$ cat src/rtl/rob_queue.sv
// rtl/rob_queue.sv - in-order reorder buffer: dispatch allocation, out-of-order writeback,
// tag lookup with writeback bypass, and registered in-order retirement.
module rob_queue #(
   parameter int DEPTH_LOG2 = 4,
   parameter int EXC_WIDTH  = 8
) (
   input  logic                  clk,
   input  logic                  rst,
   input  logic                  flush,
   input  logic                  commit_stall,
   input  logic                  disp_en,
   input  logic                  disp_reg_write_en,
   input  logic [4:0]            disp_reg_write_addr,
   input  logic [EXC_WIDTH-1:0]  disp_exception_type,
   input  logic [31:0]           disp_pc,
   output logic                  disp_ready,
   output logic [DEPTH_LOG2-1:0] disp_id,
   input  logic                  wb_en,
   input  logic [DEPTH_LOG2-1:0] wb_id,
   input  logic [31:0]           wb_data,
   input  logic [EXC_WIDTH-1:0]  wb_exception_type,
   input  logic [DEPTH_LOG2-1:0] rd_id_1,
   input  logic [DEPTH_LOG2-1:0] rd_id_2,
   output logic                  rd_done_1,
   output logic                  rd_done_2,
   output logic [31:0]           rd_data_1,
   output logic [31:0]           rd_data_2,
   output logic                  commit_en,
   output logic [DEPTH_LOG2-1:0] commit_id,
   output logic                  commit_reg_write_en,
   output logic [4:0]            commit_reg_write_addr,
   output logic [31:0]           commit_data,
   output logic [EXC_WIDTH-1:0]  commit_exception_type,
   output logic [31:0]           commit_pc,
   output logic                  empty,
   output logic [DEPTH_LOG2:0]   count
);

   localparam int DEPTH = 1 << DEPTH_LOG2;

   logic [DEPTH_LOG2:0]   head;
   logic [DEPTH_LOG2:0]   tail;
   logic [DEPTH_LOG2-1:0] head_idx;
   logic [DEPTH_LOG2-1:0] tail_idx;
   logic                  full;
   logic                  disp_accept;
   logic                  wb_hit;
   logic                  commit_fire;

   logic [DEPTH-1:0]      valid;
   logic [DEPTH-1:0]      done;
   logic [DEPTH-1:0]      e_we;
   logic [4:0]            e_addr [DEPTH];
   logic [31:0]           e_pc   [DEPTH];
   logic [31:0]           e_data [DEPTH];
   logic [EXC_WIDTH-1:0]  e_exc  [DEPTH];

   assign head_idx = head[DEPTH_LOG2-1:0];
   assign tail_idx = tail[DEPTH_LOG2-1:0];

   // Equal indices with differing wrap bits means every slot is occupied.
   assign full  = (head_idx == tail_idx) && (head[DEPTH_LOG2] != tail[DEPTH_LOG2]);
   assign empty = (head == tail);
   assign count = tail - head;

   assign disp_ready  = !full;
   assign disp_id     = tail_idx;
   assign disp_accept = disp_en && !full;
   assign wb_hit      = wb_en && valid[wb_id];
   assign commit_fire = !empty && valid[head_idx] && done[head_idx] && !commit_stall;

   always_ff @(posedge clk or negedge rst) begin
      if (!rst) begin
         head  <= '0;
         tail  <= '0;
         valid <= '0;
         done  <= '0;
      end else if (flush) begin
         head  <= '0;
         tail  <= '0;
         valid <= '0;
         done  <= '0;
      end else begin
         if (commit_fire) begin
            head            <= head + 1'b1;
            valid[head_idx] <= 1'b0;
         end
         if (wb_hit) begin
            done[wb_id] <= 1'b1;
         end
         // The tail slot is never valid, so these never collide with the writes above.
         if (disp_accept) begin
            tail            <= tail + 1'b1;
            valid[tail_idx] <= 1'b1;
            done[tail_idx]  <= (disp_exception_type != '0);
         end
      end
   end

   // Payload carries no reset; valid/done gate every use of it.
   always_ff @(posedge clk) begin
      if (!flush) begin
         if (wb_hit) begin
            e_data[wb_id] <= wb_data;
            if (wb_exception_type != '0) begin
               e_exc[wb_id] <= wb_exception_type;
            end
         end
         if (disp_accept) begin
            e_we[tail_idx]   <= disp_reg_write_en;
            e_addr[tail_idx] <= disp_reg_write_addr;
            e_pc[tail_idx]   <= disp_pc;
            e_exc[tail_idx]  <= disp_exception_type;
            e_data[tail_idx] <= '0;
         end
      end
   end

   always_ff @(posedge clk or negedge rst) begin
      if (!rst) begin
         commit_en             <= 1'b0;
         commit_id             <= '0;
         commit_reg_write_en   <= 1'b0;
         commit_reg_write_addr <= '0;
         commit_data           <= '0;
         commit_exception_type <= '0;
         commit_pc             <= '0;
      end else if (flush) begin
         commit_en             <= 1'b0;
         commit_id             <= '0;
         commit_reg_write_en   <= 1'b0;
         commit_reg_write_addr <= '0;
         commit_data           <= '0;
         commit_exception_type <= '0;
         commit_pc             <= '0;
      end else begin
         commit_en <= commit_fire;
         if (commit_fire) begin
            commit_id             <= head_idx;
            commit_reg_write_en   <= e_we[head_idx];
            commit_reg_write_addr <= e_addr[head_idx];
            commit_data           <= e_data[head_idx];
            commit_exception_type <= e_exc[head_idx];
            commit_pc             <= e_pc[head_idx];
         end
      end
   end

   // A writeback in flight this cycle wins over the stored result.
   always_comb begin
      rd_done_1 = valid[rd_id_1] && done[rd_id_1];
      rd_data_1 = rd_done_1 ? e_data[rd_id_1] : 32'd0;
      if (wb_en && (wb_id == rd_id_1)) begin
         rd_done_1 = 1'b1;
         rd_data_1 = wb_data;
      end
      rd_done_2 = valid[rd_id_2] && done[rd_id_2];
      rd_data_2 = rd_done_2 ? e_data[rd_id_2] : 32'd0;
      if (wb_en && (wb_id == rd_id_2)) begin
         rd_done_2 = 1'b1;
         rd_data_2 = wb_data;
      end
   end

endmodule

$ cat config.mk
export PLATFORM = sky130hd
export DESIGN_NAME = rob_queue
export DESIGN_NICKNAME = d
export VERILOG_FILES = /design/src/rtl/rob_queue.sv
export SDC_FILE = /design/constraint.sdc
export NUM_CORES = 2
export LEC_CHECK = 0
export BUFFER_PORTS_ARGS = -buffer_cell sky130_fd_sc_hd__buf_2
export CORE_MARGIN = 2
export CORE_UTILIZATION = 64
export CTS_CLUSTER_SIZE = 24
export DETAILED_ROUTE_END_ITERATION = 6
export PLACE_DENSITY = 0.82
export SLEW_MARGIN = 0
export SYNTH_ARGS = -nofsm -noshare
export SYNTH_HDL_FRONTEND = slang
export SYNTH_SLANG_ARGS = --single-unit
export TNS_END_PERCENT = 50
$ cat constraint.sdc
create_clock -name clk -period 13.05 [get_ports clk]
set_clock_uncertainty 0.2 [all_clocks]
set_input_delay 1.9575 -clock clk [delete_from_list [all_inputs] [get_ports clk]]
set_output_delay 1.9575 -clock clk [all_outputs]
set_load 0.02 [all_outputs]
==> impl_metrics.json <==
{
  "outcome": "finished, final reports clean",
  "antenna_found_initial": 22,
  "fmax_mhz": 132.6,
  "gp_congestion": 0.9343,
  "setup_slack_ns": 5.510,
  "ant_nets": 0,
  "dieArea_um2": 107600,
  "setup_viol": 0,
  "dpl_worst_slack_ns": 5.662,
  "synth_seq_cells": 1373,
  "cp_max_fo": 68,
  "die_h_um": 328.0,
  "core_area_um2": 103800,
  "overflow": 0,
  "synth_cell_types": 72,
  "grt_max_degree": 161,
  "synthToLayoutAreaGrowth_pct": 9.217,
  "final_max_slew_viol_count": 0,
  "final_layout_size_suffix_gt1_share_pct": 30.54,
  "fin_area_um2": 73360,
  "final_nets": 4731,
  "grt.total_usage_pct": 38.11,
  "cts.repair.resized": 0,
  "cts_buffer_depth": 3,
  "synth_ff_type": "edfxtp_1",
  "port_buffers": 263,
  "hold-path-cell-count": 2,
  "leakagePower_nw": 29.98,
  "cts.sinks": 1373,
  "num_rows": 118,
  "async_flop_share_pct": 9.104,
  "p_per_area_nw_per_um2": 124.1,
  "yosysWarningCount": 0,
  "placed_area_um2": 68740,
  "ys_seq_area_share_pct": 52.82,
  "postCtsSetupBuffers": 0,
  "worst_pin_slew_ns": 1.366,
  "syn_area_um2": 67170,
  "hold_buffers": 0,
  "routed_via_density": 7.297,
  "finalHoldViolCount": 0,
  "worst_ir_drop_vdd_mv": 0.1613,
  "syn_inst": 4585,
  "period_minus_slack_ns": 7.540,
  "initial_core_util_pct": 64.71,
  "drc": 0,
  "clockRootBuffer": "clkbuf_16",
  "min_path_type": "reg -> reg",
  "slew_headroom_pct": 8.923,
  "cp-start-kind": "input port",
  "setup_tns_ns": 0,
  "post-route-period-util_pct": 57.78,
  "io_pins": 264,
  "endpoint_kind": "output pin",
  "die_x_um": 328.0,
  "clk_pin_slew_ns": 0.06,
  "final_cells": 6121,
  "required_ns": 10.89,
  "first_pass_iters": 5,
  "cap_violations": 0,
  "numPlacedInstances": 5849,
  "p_total_mw": 9.105,
  "rsz0062_at_grt": "false",
  "grt_pass1_wl_um": 297300,
  "synth_edf_count": 736,
  "worst_skew_pair.late_latency_ns": 0.78,
  "drt-total-wl_um": 204200,
  "cts_tree": "done",
  "routedWlPerCell_um": 33.37,
  "h-tree-depth": 4,
  "cts_buffers": 143,
  "via_count": 44662,
  "grt_pass1_vias": 44444,
  "crit_type": "in -> out",
  "arrival_ns": 5.38,
  "synth_nets": 4702,
  "rr_worst_depth": 9,
  "dpl.hpwl_um": 104300,
  "avgSynthCellArea_um2": 14.65,
  "first_iter_violations": 6287
}
-- Yosys cell counts, types with 12 or more instances --
master	count	share of area [%]
a21oi_1	94	0.70
a22oi_1	157	1.8
a311oi_1	13	0.17
a41oi_1	12	0.16
buf_1	14	0.078
buf_2	156	1.2
buf_4	57	0.64
buf_6	17	0.29
clkbuf_1	202	1.1
dfrtp_1	125	4.7
dfxtp_1	512	15
edfxtp_1	736	33
ha_1	12	0.22
inv_1	78	0.44
mux2_2	127	2.1
mux2_4	65	1.5
mux2i_1	524	7.8
mux4_2	643	22
nand2_1	138	0.77
nand3_1	12	0.089
nor2_1	544	3.0
nor2b_1	87	0.81
nor3_1	13	0.097
o21ai_0	48	0.36
o31ai_1	33	0.37
-- per-stage QoR --
stage | hold slack, ns | utilization (%)
floorplan | 0.2928 | -
global placement | 0.2999 | 66.22
detailed placement | 0.3087 | 66.22
CTS | 0.3422 | 70.65
global route | 0.3602 | 70.67
finish | 0.3402 | 70.68
-- path summary, 6_finish.rpt --
kind,endpoint,start,slack (ns)
max in group asynchronous,head[1]$_DFFE_PN0P_,rst,9.99
hold reg to reg,e_data[2][4]$_SDFFE_PP0P_,e_data[2][4]$_SDFFE_PP0P_,0.34
min in group asynchronous,commit_data[6]$_DFFE_PN0P_,rst,1.04
hold / removal,e_data[2][4]$_SDFFE_PP0P_,e_data[2][4]$_SDFFE_PP0P_,0.34
setup reg to reg,commit_pc[30]$_DFFE_PN0P_,head[1]$_DFFE_PN0P_,6.40
setup / recovery,rd_data_2[30],rd_id_2[1],5.51
-- cells by family after synthesis --
logic type | Yosys count | share of synthesized area (%)
flip-flops | 1373 | 52.82
AO/OA/AOI/OAI | 412 | 4.169
adder cells (fa/ha/maj) | 13 | 0.2533
XOR/XNOR | 16 | 0.2366
AND/OR/NAND/NOR | 875 | 5.682
multiplexers | 1359 | 32.95
buffers and inverters | 537 | 3.884
-- cells in the final DEF, fill, tap and decap left out, drive strengths merged, types with 6 or more instances in the layout --
cell type,Yosys,final
a211oi,6,6
a21oi,94,94
a22oi,157,157
a311oi,13,13
a41oi,12,12
buf,249,335
clkbuf,202,203
clkinv,2,46
dfrtp,125,125
dfxtp,512,512
diode,0,9
edfxtp,736,736
ha,12,12
inv,84,90
mux2,192,192
mux2i,524,524
mux4,643,643
nand2,150,150
nand2b,7,7
nand3,13,13
nand4,7,7
nor2,547,547
nor2b,87,87
nor3,15,15
nor4,9,9
o211ai,8,8
o21ai,49,49
o22ai,10,10
o31ai,33,33
or2,8,8
or3,7,7
xnor2,8,8
xor2,8,8
-- layer usage --
layer / track usage [%] / vias up / share of wire [%]
met4: 20.08 / 26 / 5.8
met2: 57.91 / 3536 / 46
met5: 0 / - / 0.086
met1: 50.55 / 22532 / 34
li1: - / 17763 / -
met3: 10.63 / 805 / 14
-- cell type report --
| cell class | instances | area [um^2] |
|---|---|---|
| flip-flops and latches | 1373 | 35490 |
| fillers | 6508 | 30440 |
| multi-input cells | 2675 | 29250 |
| clock buffers | 203 | 3975 |
| repair buffers | 335 | 1923 |
| well taps | 1380 | 1727 |
| clock inverters | 60 | 623.1 |
| inverters | 86 | 345.3 |
| diodes | 9 | 22.52 |
-- registers in the layout, indices dropped and copies added, names as in the netlist --
name	count
head	5
e_addr	80
e_data	512
commit_pc	32
commit_reg_write_addr	5
commit_data	32
done	16
tail	5
commit_reg_write_en	1
e_exc	128
commit_id	4
e_we	16
commit_exception_type	8
commit_en	1
valid	16
e_pc	512
-- critical path: stages --
cell and delay [ns]:
buf_6 0.53, mux4_2 0.58, a22o_1 0.25, or3_2 0.84, o21ai_0 0.89, buf_2 0.30
-- power by group --
part | internal (mW) | total [mW] | switching, mW
combinational | 0.157 | 0.457 | 0.300
sequential | 4.59 | 4.61 | 0.0262
clock | 2.25 | 4.03 | 1.78
(Power assumes the default switching activity.)
